--- config.mk ---
export PLATFORM = sky130hd
export DESIGN_NAME = game_flow_fsm_flat
export DESIGN_NICKNAME = d
export VERILOG_FILES = /design/src/rtl/game_flow_fsm_pkg.sv /design/src/rtl/game_flow_fsm_if.sv /design/src/rtl/game_flow_fsm_frame_timer.sv /design/src/rtl/game_flow_fsm.sv /design/src/flat_wrapper.sv
export SDC_FILE = /design/constraint.sdc
export NUM_CORES = 1
export LEC_CHECK = 0
export ABC_AREA = 1
export CORE_MARGIN = 2
export CORE_UTILIZATION = 30
export DETAILED_ROUTE_END_ITERATION = 8
export MAX_ROUTING_LAYER = met4
export PLACE_DENSITY = 0.6
export SLEW_MARGIN = 40
export SYNTH_ARGS = -nofsm -noshare
export SYNTH_HDL_FRONTEND = slang
export SYNTH_SLANG_ARGS = --single-unit
--- constraint.sdc ---
create_clock -name clk -period 1.5 [get_ports clk]
set_input_delay 0.225 -clock clk [delete_from_list [all_inputs] [get_ports clk]]
set_output_delay 0.225 -clock clk [all_outputs]
set_load 0.01 [all_outputs]
--- src/rtl/game_flow_fsm_pkg.sv ---
// Shared types and constants for the Digger game sequencer.
// Holds the state encoding, default pause lengths and the level counter helper.
package game_flow_pkg;

    localparam int LEVEL_W = 4;

    localparam int DEF_DEATH_FRAMES    = 120;
    localparam int DEF_LEVEL_FRAMES    = 90;
    localparam int DEF_GAMEOVER_FRAMES = 180;
    localparam int DEF_MAX_LEVEL       = 8;

    // The encoding doubles as the debug state_code shown on HEX/LEDs.
    typedef enum logic [2:0] {
        ST_IDLE     = 3'd0,
        ST_LOAD     = 3'd1,
        ST_PLAY     = 3'd2,
        ST_DEATH    = 3'd3,
        ST_LVL_DONE = 3'd4,
        ST_OVER     = 3'd5
    } game_state_t;

    function automatic logic [LEVEL_W-1:0] level_sat_inc(input logic [LEVEL_W-1:0] lvl,
                                                         input logic [LEVEL_W-1:0] max_lvl);
        return (lvl >= max_lvl) ? max_lvl : lvl + LEVEL_W'(1);
    endfunction

endpackage

--- src/rtl/game_flow_fsm_if.sv ---
// Bundle of game events in and screen/reset controls out of the sequencer.
// The sequencer uses the slave view; the controller/mux side uses master.
interface game_flow_fsm_if;
    import game_flow_pkg::*;

    logic               startOfFrame;
    logic               start_btn;
    logic               player_died;
    logic               level_cleared;
    logic               no_lives;
    logic               game_resetN;
    logic               freeze;
    logic               show_title;
    logic               show_game_over;
    logic [LEVEL_W-1:0] level_num;
    logic [2:0]         state_code;

    modport master (
        output startOfFrame, start_btn, player_died, level_cleared, no_lives,
        input  game_resetN, freeze, show_title, show_game_over, level_num, state_code
    );

    modport slave (
        input  startOfFrame, start_btn, player_died, level_cleared, no_lives,
        output game_resetN, freeze, show_title, show_game_over, level_num, state_code
    );

endinterface

--- src/rtl/game_flow_fsm_frame_timer.sv ---
// Counts frame strobes up to a target; done fires on the target-th strobe.
// Held at zero whenever clear is high, so the owner clears it on state entry.
module frame_timer (
    input  logic       clk,
    input  logic       resetN,
    input  logic       clear,
    input  logic       tick,
    input  logic [7:0] target,
    output logic       done
);

    logic [7:0] count_q, count_d;

    always_comb begin
        count_d = count_q;
        if (clear) begin
            count_d = 8'd0;
        end else if (tick) begin
            count_d = count_q + 8'd1;
        end
    end

    always_ff @(posedge clk or negedge resetN) begin
        if (!resetN) begin
            count_q <= 8'd0;
        end else begin
            count_q <= count_d;
        end
    end

    assign done = tick && (count_q == target - 8'd1);

endmodule

--- src/rtl/game_flow_fsm.sv ---
// Top-level game sequencer: title, level load, play, death/level pauses, game over.
// Drives the managed game reset, freeze and screen-select flags from the state register.
module game_flow_fsm
    import game_flow_pkg::*;
#(
    parameter int DEATH_FRAMES    = DEF_DEATH_FRAMES,
    parameter int LEVEL_FRAMES    = DEF_LEVEL_FRAMES,
    parameter int GAMEOVER_FRAMES = DEF_GAMEOVER_FRAMES,
    parameter int MAX_LEVEL       = DEF_MAX_LEVEL
) (
    input  logic            clk,
    input  logic            resetN,
    game_flow_fsm_if.slave  bus
);

    localparam logic [7:0]         DEATH_T = 8'(DEATH_FRAMES);
    localparam logic [7:0]         LEVEL_T = 8'(LEVEL_FRAMES);
    localparam logic [7:0]         OVER_T  = 8'(GAMEOVER_FRAMES);
    localparam logic [LEVEL_W-1:0] MAX_LVL = LEVEL_W'(MAX_LEVEL);

    game_state_t        state_q, state_d;
    logic [LEVEL_W-1:0] level_q, level_d;
    logic               start_dly_q;
    logic               start_rise;
    logic               timed;
    logic               timer_clear;
    logic               timer_done;
    logic [7:0]         timer_target;

    assign start_rise = bus.start_btn & ~start_dly_q;
    assign timed      = (state_q == ST_DEATH) || (state_q == ST_LVL_DONE) || (state_q == ST_OVER);
    // Every exit from a paused state goes through timer_done, so clearing on it covers entry.
    assign timer_clear = !timed || timer_done;

    always_comb begin
        timer_target = 8'd1;
        case (state_q)
            ST_DEATH:    timer_target = DEATH_T;
            ST_LVL_DONE: timer_target = LEVEL_T;
            ST_OVER:     timer_target = OVER_T;
            default:     timer_target = 8'd1;
        endcase
    end

    frame_timer u_timer (
        .clk    (clk),
        .resetN (resetN),
        .clear  (timer_clear),
        .tick   (bus.startOfFrame),
        .target (timer_target),
        .done   (timer_done)
    );

    always_comb begin
        state_d = state_q;
        level_d = level_q;
        case (state_q)
            ST_IDLE: begin
                if (start_rise) begin
                    state_d = ST_LOAD;
                    level_d = LEVEL_W'(1);
                end
            end
            ST_LOAD:  if (bus.startOfFrame) state_d = ST_PLAY;
            ST_PLAY: begin
                if (bus.player_died)        state_d = ST_DEATH;
                else if (bus.level_cleared) state_d = ST_LVL_DONE;
            end
            ST_DEATH: if (timer_done) state_d = bus.no_lives ? ST_OVER : ST_PLAY;
            ST_LVL_DONE: begin
                if (timer_done) begin
                    state_d = ST_LOAD;
                    level_d = level_sat_inc(level_q, MAX_LVL);
                end
            end
            ST_OVER:  if (timer_done) state_d = ST_IDLE;
            default:  state_d = ST_IDLE;
        endcase
    end

    always_ff @(posedge clk or negedge resetN) begin
        if (!resetN) begin
            state_q     <= ST_IDLE;
            level_q     <= LEVEL_W'(1);
            start_dly_q <= 1'b0;
        end else begin
            state_q     <= state_d;
            level_q     <= level_d;
            start_dly_q <= bus.start_btn;
        end
    end

    assign bus.game_resetN    = !((state_q == ST_IDLE) || (state_q == ST_LOAD));
    assign bus.freeze         = timed;
    assign bus.show_title     = (state_q == ST_IDLE);
    assign bus.show_game_over = (state_q == ST_OVER);
    assign bus.level_num      = level_q;
    assign bus.state_code     = state_q;

endmodule
--- src/flat_wrapper.sv ---
// flat-port wrapper written by rule: the top's interface ports become plain ports
module game_flow_fsm_flat import game_flow_pkg::*;
#(
    parameter int DEATH_FRAMES    = DEF_DEATH_FRAMES,
    parameter int LEVEL_FRAMES    = DEF_LEVEL_FRAMES,
    parameter int GAMEOVER_FRAMES = DEF_GAMEOVER_FRAMES,
    parameter int MAX_LEVEL       = DEF_MAX_LEVEL
)
  (clk, resetN, bus_startOfFrame, bus_start_btn, bus_player_died, bus_level_cleared, bus_no_lives, bus_game_resetN, bus_freeze, bus_show_title, bus_show_game_over, bus_level_num, bus_state_code);
  game_flow_fsm_if bus_i ();
  input  logic clk;
  input  logic resetN;
  input wire logic [$bits(bus_i.startOfFrame)-1:0] bus_startOfFrame;
  input wire logic [$bits(bus_i.start_btn)-1:0] bus_start_btn;
  input wire logic [$bits(bus_i.player_died)-1:0] bus_player_died;
  input wire logic [$bits(bus_i.level_cleared)-1:0] bus_level_cleared;
  input wire logic [$bits(bus_i.no_lives)-1:0] bus_no_lives;
  output wire logic [$bits(bus_i.game_resetN)-1:0] bus_game_resetN;
  output wire logic [$bits(bus_i.freeze)-1:0] bus_freeze;
  output wire logic [$bits(bus_i.show_title)-1:0] bus_show_title;
  output wire logic [$bits(bus_i.show_game_over)-1:0] bus_show_game_over;
  output wire logic [$bits(bus_i.level_num)-1:0] bus_level_num;
  output wire logic [$bits(bus_i.state_code)-1:0] bus_state_code;
  assign bus_i.startOfFrame = bus_startOfFrame;
  assign bus_i.start_btn = bus_start_btn;
  assign bus_i.player_died = bus_player_died;
  assign bus_i.level_cleared = bus_level_cleared;
  assign bus_i.no_lives = bus_no_lives;
  assign bus_game_resetN = bus_i.game_resetN;
  assign bus_freeze = bus_i.freeze;
  assign bus_show_title = bus_i.show_title;
  assign bus_show_game_over = bus_i.show_game_over;
  assign bus_level_num = bus_i.level_num;
  assign bus_state_code = bus_i.state_code;
  game_flow_fsm #(.DEATH_FRAMES(DEATH_FRAMES), .LEVEL_FRAMES(LEVEL_FRAMES), .GAMEOVER_FRAMES(GAMEOVER_FRAMES), .MAX_LEVEL(MAX_LEVEL)) u_core (.clk(clk), .resetN(resetN), .bus(bus_i));
endmodule
==> results.txt, run 1 <==
----------------------------------------------------
[Layout]
  Most common library cell in the layout ignoring fill and taps ... buf_4
  Filler cell count in the final layout ... roughly 320
  Area of combinational cells with multiple inputs ... 721 sq um
  Layout overhead on the synthesized area ... 60.6%
  Number of nets in the finished design ... 208
  Leading cell types in the layout, fill and taps excluded ... buf_4, nand2_1, inv_1
  Design area ... 0.00174 sq mm
  Fraction of final layout cells sized beyond drive strength 1 ... 0.442
  Non-filler cells in the finished layout ... 243
  Post-Route Utilization ... 0.513
  Register Area ... 405 sq um
  Number of inserted diodes ... 0

[Timing]
  Setup repair after global routing missed its margin ... true
  Fin Hold WS ... between 0.1 and 0.15 ns
  Clock period minus final worst setup slack ... 1.67 ns
  Maximum operating frequency ... 0.599 GHz
  Final hold vios ... 0
  Slew @ Worst Pin ... 0.277 ns
  Post-route setup slack ... -0.169 ns
  Final Max Tran Viols ... 0
  Worst Clk Skew ... 0.00407 ns
  Total of endpoints with negative setup slack in the final report ... 18
  Setup TNS ... -2.22 ns
  Slew headroom ... 0.814
  Final period util ... 1.11

[Die]
  Io pins ... 18
  Core Rows ... 21
  Initial Util ... 0.319
  Area of the core region ... 0.00339 sq mm
  Total Die Area ... 0.00410 sq mm
  Height of the die ... around 64 um
  Horiz. Die Dim ... 64.1 um

[Placed design]
  DP Cell Count ... 225
  Placed instance area ... 0.00148 sq mm
  HPWL reported at the end of detailed placement ... 2140 um
  Count of port buffers added during placement ... 17
  Final Wtd Congestion ... 0.821
  Post-Place Setup Slack ... -0.175 ns

[Power and ir drop]
  Power share of the sequential group ... 0.199
  Power density normalized to cell area ... 1780 mW/mm^2
  Highest ir drop seen on vdd ... 0.842 mV
  Switching power of the nets ... ~1.4 mW
  Portion of total power attributed to combinational logic ... 0.721
  Leakage component of the power ... ~0.86 nW
  Switching share of power ... 0.451
  Internal power ... 1.70 mW
  Total power ... slightly above 3 mW
  Clock network fraction of design power ... 0.080

[Route]
  Number of violations reported at the end of detailed-routing iteration 0 ... 35
  DRT antenna net count ... 0
  DR pass1 iterations ... 4
  Ratio of routed vias to standard cells ... around 4.7
  Post-detailed-routing wire length ... 3080 um
  Number of design rule violations left after detail routing ... 0
  Wire per inst ... 12.7 um
  Via total after detailed routing ... 1,133

[Synthesis]
  Distinct cell type count after synthesis ... 30
  Biggest area consumer among synthesized cells ... dfrtp_1
  Share of the synthesized area in the top cell type ... 0.347
  Flop and latch count out of synthesis ... 16
  Proportion of synthesized chip area in sequential cells ... 0.371
  Gate count after technology mapping ... 142
  Post-synth design cell area ... approximately 0.0011 sq mm
  Ranking of synthesized cells by area ... dfrtp_1, nand2_1, nor2_1
  Dominant synthesized flop cell ... dfrtp_1
  Average footprint of a synthesized cell ... between 7 and 8 sq um
  Mapped Nets ... about 150
  Count of warnings emitted by yosys ... 0
  Number of enable flip-flop cells after synthesis ... 0
  Fraction of registers with async set or reset after synthesis ... 1.00

[CTS]
  H-tree lvl count ... 1
  Clock insertion delay at the later pin of the skew report ... between 0.2 and 0.3 ns
  Bufs on Longest Clock Path ... 2
  TritonCTS clock tree ... yes
  Num CTS Buffers ... 3
  # clock sinks ... 16
  Clock input transition at the sequential cells of the worst setup and hold paths ... 0.10 ns
  Cell chosen for the clock root ... clkbuf_4

[Worst setup path]
  Critical path capture point ... u_core.u_timer.count_q[0]$_DFFE_PN0P_
  Largest delay contributor family on the critical path ... simple AND/OR/NAND/NOR gates
  Critical-path cell with the highest stage delay ... dfrtp_2
  Stage delay of the slowest cell on the critical path ... 0.45 ns
  Reg2reg setup slack ... -0.17 ns
  Critical Path Source ... u_core.bus.state_code[1]$_DFFE_PN0P_
  Nature of the critical path endpoint ... register
  Cell-by-cell listing of the critical path ... buf_6, nor2_4, nand2_4, nand2_1, nand2_1, nor2_2, nor2_2, nand3_2, nand2_4, buf_6, nor3b_2
  Worst path arrival time ... 1.89 ns
  Worst Path Buf+Inv ... 2
  Register-to-Register Path Depth ... 11
  Max Fanout on Critical Path ... 7
  Required time of the critical path ... 1.72 ns
  Number of cells on the critical path ... 11
  Start-to-end type of the worst setup path ... register to register
  Endpoint of the worst-slack reg-to-reg timing path ... u_core.u_timer.count_q[0]$_DFFE_PN0P_
  Launch instance of the worst register-to-register path ... u_core.bus.state_code[1]$_DFFE_PN0P_
  Nature of the critical path startpoint ... register

[Worst hold path]
  Worst Hold Class ... input port to async pin

[Flow run]
  Max cap viols ... 0

[Global routing]
  Via count of the first global-routing pass ... 1,144
  Global-route congestion overflow total ... 0
  Maximum number of pins on one net before global-route repair ... 13
  Initial antenna violation count ... 0
  First-pass GRT wire length ... 5260 um
  Global-route total usage across every layer ... 0.170

[Status]
  Violations in the final reports ... negative setup slack
  Result of the run ... complete, but fails checks

----------------------------------------------------
-- cell usage after synthesis, types with 2 or more instances --
master	instances
ha_1	3
nor3_1	5
nor2_1	15
dfrtp_1	15
nand4_1	6
nand2_1	35
nand3_2	3
o21ai_0	2
inv_2	3
o21ai_1	2
inv_1	13
xor2_1	6
nor3b_1	2
buf_2	2
nor2_2	2
nand2_2	4
nand3_1	11
-- cells by family after synthesis --
kind of cell | count (synthesis) | synth area share
and+or+nand+nor | 88 | 0.413
buffers and inverters | 19 | 0.0751
DFF | 16 | 0.371
AOI/OAI and AO/OA | 10 | 0.0578
xor gates and xnor gates | 6 | 0.0486
adders and majority gates | 3 | 0.0347
-- metal layers --
metal	track usage	share of wire	up-vias
li1	-	-	570
met1	0.186	0.40	539
met2	0.299	0.54	20
met3	0.0370	0.040	4
met4	0.0679	0.012	0
met5	-	0	-
-- area by class of cell --
| class | instances | area share |
|---|---|---|
| Multi-Input combinational cell | 107 | 0.415 |
| Tap cell | 46 | 0.0331 |
| Timing Repair Buffer | 54 | 0.266 |
| Inverter | 16 | 0.0374 |
| Clock buffer | 4 | 0.0151 |
| Sequential cell | 16 | 0.233 |
-- registers in the layout, summed over array words and instances (netlist names) --
signal,count
u_core.u_timer.count_q,8
u_core.bus.level_num,4
u_core.bus.state_code,3
u_core.start_dly_q,1
-- power groups by stage --
stage	Sequential [mW]	Clock (mW)	Combinational, mW
3_5_place_dp	0.664	0	1.69
2_1_floorplan	0.667	0	0.947
5_1_grt	0.632	0.293	2.44
3_3_place_gp	0.661	0	1.67
4_1_cts	0.608	0.267	1.98
6_report	0.616	0.249	2.24
-- worst min path at each step --
| stage | end | cells after the start | from | slack [ns] |
|---|---|---|---|---|
| floorplan | u_core.bus.level_num[1]$_DFFE_PN0P_ | 0 | resetN | -0.07 |
| global placement | u_core.bus.level_num[2]$_DFFE_PN0P_ | 1 | resetN | 0.46 |
| detailed placement | u_core.bus.level_num[2]$_DFFE_PN0P_ | 1 | resetN | 0.47 |
| CTS | u_core.bus.level_num[2]$_DFFE_PN0P_ | 1 | resetN | 0.13 |
| global route | u_core.bus.level_num[2]$_DFFE_PN0P_ | 1 | resetN | 0.12 |
| finish | u_core.bus.level_num[2]$_DFFE_PN0P_ | 1 | resetN | 0.14 |
-- repair_timing --
item                                    CTS  global route
pin swaps                                10            13
endpoints found under the setup margin   25            22
hold buffers                              0             0
buffers inserted                         11             3
resized for setup                        28            24
(Power assumes the default switching activity.)
==> run 2, diff against run 1 <==
--- a/config.mk
+++ b/config.mk
@@ -9,6 +9,7 @@
 export CORE_MARGIN = 2
 export CORE_UTILIZATION = 30
 export DETAILED_ROUTE_END_ITERATION = 8
+export HOLD_SLACK_MARGIN = 0.08
 export MAX_ROUTING_LAYER = met4
 export PLACE_DENSITY = 0.6
 export SLEW_MARGIN = 40
==> results of run 2 <==
No change in the layout: final DEF, timing and power equal those of run 1.
==> run 3, diff against run 2 <==
--- a/config.mk
+++ b/config.mk
@@ -12,6 +12,7 @@
 export HOLD_SLACK_MARGIN = 0.08
 export MAX_ROUTING_LAYER = met4
 export PLACE_DENSITY = 0.6
+export SKIP_LAST_GASP = 1
 export SLEW_MARGIN = 40
 export SYNTH_ARGS = -nofsm -noshare
 export SYNTH_HDL_FRONTEND = slang
==> run 3 against run 2 <==
Against the previous run: first-iteration DRC count increased by 26%; critical path type unchanged; register-to-register slack about the same; critical endpoint unchanged; critical path depth unchanged; highest routed layer unchanged; wire length increased by 2.2%; via count increased by 0.53%; flip-flop and latch count unchanged; the run still ends with negative setup slack left.
==> results.txt, run 3 (synthesis results as in run 1) <==
----------------------------------------------------
[Power and ir drop]
  Power share of the sequential group ... 0.190 (was 0.199)
  Switching power of the nets ... 1.45 mW (was 1.40 mW)
  Portion of total power attributed to combinational logic ... 0.732 (was 0.721)
  Internal power ... 1.82 mW (was 1.70 mW)
  Clock network fraction of design power ... 0.078 (was 0.080)
  Power density normalized to cell area ... 1840 mW/mm^2 (was 1780 mW/mm^2)
  Switching share of power ... 0.444 (was 0.451)
  Leakage component of the power ... 0.866 nW (was 0.859 nW)
  Highest ir drop seen on vdd ... 0.843 mV (was 0.842 mV)

[Worst setup path]
  Required time of the critical path ... 1.72 ns (about the same)
  Stage delay of the slowest cell on the critical path ... 0.45 ns (about the same)
  Worst path arrival time ... 1.89 ns (about the same)
  Critical-path cell with the highest stage delay ... dfrtp_2 (unchanged)
  Start-to-end type of the worst setup path ... register to register (unchanged)
  Max Fanout on Critical Path ... 7 (unchanged)
  Nature of the critical path endpoint ... register (unchanged)
  Nature of the critical path startpoint ... register (unchanged)
  Cell-by-cell listing of the critical path ... buf_12, nor2_4, nand2_4, nand2_1, nand2_1, nor2_2, nor2_2, nand3_2, nand2_4, buf_6, nor3b_2 (was buf_6, nor2_4, nand2_4, nand2_1, nand2_1, nor2_2, nor2_2, nand3_2, nand2_4, buf_6, nor3b_2)
  Largest delay contributor family on the critical path ... simple AND/OR/NAND/NOR gates (unchanged)
  Worst Path Buf+Inv ... 2 (unchanged)

[Layout]
  Register Area ... 405 sq um (unchanged)
  Design area ... 0.00178 sq mm (was 0.00174 sq mm)
  Filler cell count in the final layout ... 311 (was 322)
  Number of nets in the finished design ... 207 (was 208)
  Area of combinational cells with multiple inputs ... 728 sq um (was 721 sq um)
  Register bank with the most flops ... u_core.u_timer.count_q (unchanged)
  Fraction of final layout cells sized beyond drive strength 1 ... 0.439 (was 0.442)
  Post-Route Utilization ... 0.525 (was 0.513)
  Number of inserted diodes ... 0 (unchanged)
  Layout overhead on the synthesized area ... 64.3% (was 60.6%)
  Leading cell types in the layout, fill and taps excluded ... nand2_1, buf_4, inv_1 (was buf_4, nand2_1, inv_1)
  Flip-flop count of the largest register after layout ... 8 (unchanged)

[Timing]
  Setup repair after global routing missed its margin ... true (unchanged)
  Worst Clk Skew ... 0.0104 ns (was 0.00407 ns)
  Final hold vios ... 0 (unchanged)
  Total of endpoints with negative setup slack in the final report ... 19 (was 18)
  Slew @ Worst Pin ... 0.275 ns (was 0.277 ns)
  Final Max Tran Viols ... 0 (unchanged)
  Final period util ... 1.12 (was 1.11)
  Clock period minus final worst setup slack ... 1.67 ns (about the same)
  Slew headroom ... 0.815 (was 0.814)
  Fin Hold WS ... 0.129 ns (was 0.136 ns)
  Post-route setup slack ... -0.175 ns (was -0.169 ns)
  Maximum operating frequency ... 0.597 GHz (was 0.599 GHz)
  Setup TNS ... -2.35 ns (was -2.22 ns)

[Die]
  Initial Util ... 0.319 (unchanged)
  Core Rows ... 21 (unchanged)
  Total Die Area ... 0.00410 sq mm (unchanged)
  Io pins ... 18 (unchanged)
  Horiz. Die Dim ... 64.1 um (unchanged)
  Area of the core region ... 0.00339 sq mm (unchanged)
  Height of the die ... 64.1 um (unchanged)

[CTS]
  Cell chosen for the clock root ... clkbuf_4 (unchanged)
  Num CTS Buffers ... 3 (unchanged)
  Bufs on Longest Clock Path ... 2 (unchanged)
  H-tree lvl count ... 1 (unchanged)
  Clock input transition at the sequential cells of the worst setup and hold paths ... 0.11 ns (was 0.10 ns)
  # clock sinks ... 16 (unchanged)
  Clock insertion delay at the later pin of the skew report ... 0.30 ns (was 0.29 ns)
  TritonCTS clock tree ... yes (unchanged)
  Number of hold-repair buffers added at the cts stage ... 0 (unchanged)

[Global routing]
  Global-route congestion overflow total ... 0 (unchanged)
  Initial antenna violation count ... 0 (unchanged)
  Via count of the first global-routing pass ... 1,144 (unchanged)
  First-pass GRT wire length ... 5260 um (unchanged)
  Maximum number of pins on one net before global-route repair ... 13 (unchanged)
  Global-route total usage across every layer ... 0.170 (unchanged)

[Placed design]
  Final Wtd Congestion ... 0.821 (unchanged)
  Post-Place Setup Slack ... -0.175 ns (unchanged)
  Count of port buffers added during placement ... 17 (unchanged)
  HPWL reported at the end of detailed placement ... 2140 um (unchanged)
  Placed instance area ... 0.00148 sq mm (unchanged)

[Flow run]
  Max cap viols ... 0 (unchanged)

[Route]
  DRT antenna net count ... 0 (unchanged)
  Ratio of routed vias to standard cells ... 4.71 (was 4.66)
  DR pass1 iterations ... 4 (unchanged)
  Number of design rule violations left after detail routing ... 0 (unchanged)
  Post-detailed-routing wire length ... 3150 um (was 3080 um)
  Number of violations reported at the end of detailed-routing iteration 0 ... 44 (was 35)
  Via total after detailed routing ... 1,139 (was 1,133)
  Wire per inst ... 13.0 um (was 12.7 um)

[Worst hold path]
  Worst Hold Class ... input port to async pin (unchanged)

[Status]
  Result of the run ... complete, but fails checks (unchanged)
  Violations in the final reports ... negative setup slack (unchanged)

----------------------------------------------------
-- run 3: cell types whose count changed in the layout (fill, tap and decap cells not counted) --
cell             previous run  this run
buf_6                       5        10
buf_4                      31        27
buf_2                       2         0
buf_12                      1         2
clkbuf_2                    1         0
clkdlybuf4s15_1             0         1
dlygate4sd2_1               5         4
nand2_2                     7         6
nand2_4                     6         7
nand3_1                     2         3
nand3_2                    10         9
nor2_1                     12        11
nor2_4                      1         2
-- run 3: worst paths after layout --
check	slack, ns	depth (start not counted)	to	startpoint
setup / recovery	-0.17	11	u_core.u_timer.count_q[0]$_DFFE_PN0P_	u_core.bus.state_code[0]$_DFFE_PN0P_
hold / removal	0.13	1	u_core.bus.level_num[2]$_DFFE_PN0P_	resetN
setup reg to reg	-0.17	11	u_core.u_timer.count_q[0]$_DFFE_PN0P_	u_core.bus.state_code[0]$_DFFE_PN0P_
hold reg to reg	0.50	2	u_core.bus.level_num[0]$_DFFE_PN1P_	u_core.bus.level_num[0]$_DFFE_PN1P_
max in group asynchronous	0.91	2	u_core.bus.state_code[1]$_DFFE_PN0P_	resetN
min in group clk	0.38	1	u_core.start_dly_q$_DFF_PN0_	bus_start_btn
-- run 3: final cells by class --
class                   instances  share of cell area
flip-flops and latches         16               0.228
repair buffers                 53               0.279
inverters                      16              0.0366
multi-input cells             107               0.410
well taps                      46              0.0324
clock buffers                   4              0.0148
-- run 3: power groups by stage --
stage,registers (mW),logic [mW],clock network (mW)
floorplan,0.667,0.947,0
global placement,0.661,1.67,0
detailed placement,0.664,1.69,0
CTS,0.608,1.99,0.267
global route,0.635,2.59,0.293
finish,0.620,2.39,0.255
-- run 3: per-layer routing --
| metal | part of all wire | up-vias | global-route usage |
|---|---|---|---|
| li1 | - | 568 | - |
| met5 | 0 | - | - |
| met1 | 0.40 | 543 | 0.186 |
| met2 | 0.54 | 24 | 0.299 |
| met4 | 0.011 | 0 | 0.0679 |
| met3 | 0.040 | 4 | 0.0370 |
-- run 3: worst reg2reg max path: cells and delay by family, from the launching register on --
| kind | cells | cell delay [ns] |
|---|---|---|
| buf+inv | 2 | 0.29 |
| simple gates | 9 | 0.85 |
| flops | 1 | 0.45 |
-- run 3: metrics by stage --
step	std cells	total power, mW
after floorplan	142	1.61
after global placement	225	2.34
after detailed placement	225	2.36
after CTS	240	2.87
after global routing	242	3.52
final	242	3.27
-- run 3: repair_timing --
action | 4_1_cts | 5_1_grt
pin swaps | 10 | 14
setup endpoints to repair | 25 | 22
setup buffers | 11 | 2
gates resized for setup | 26 | 35
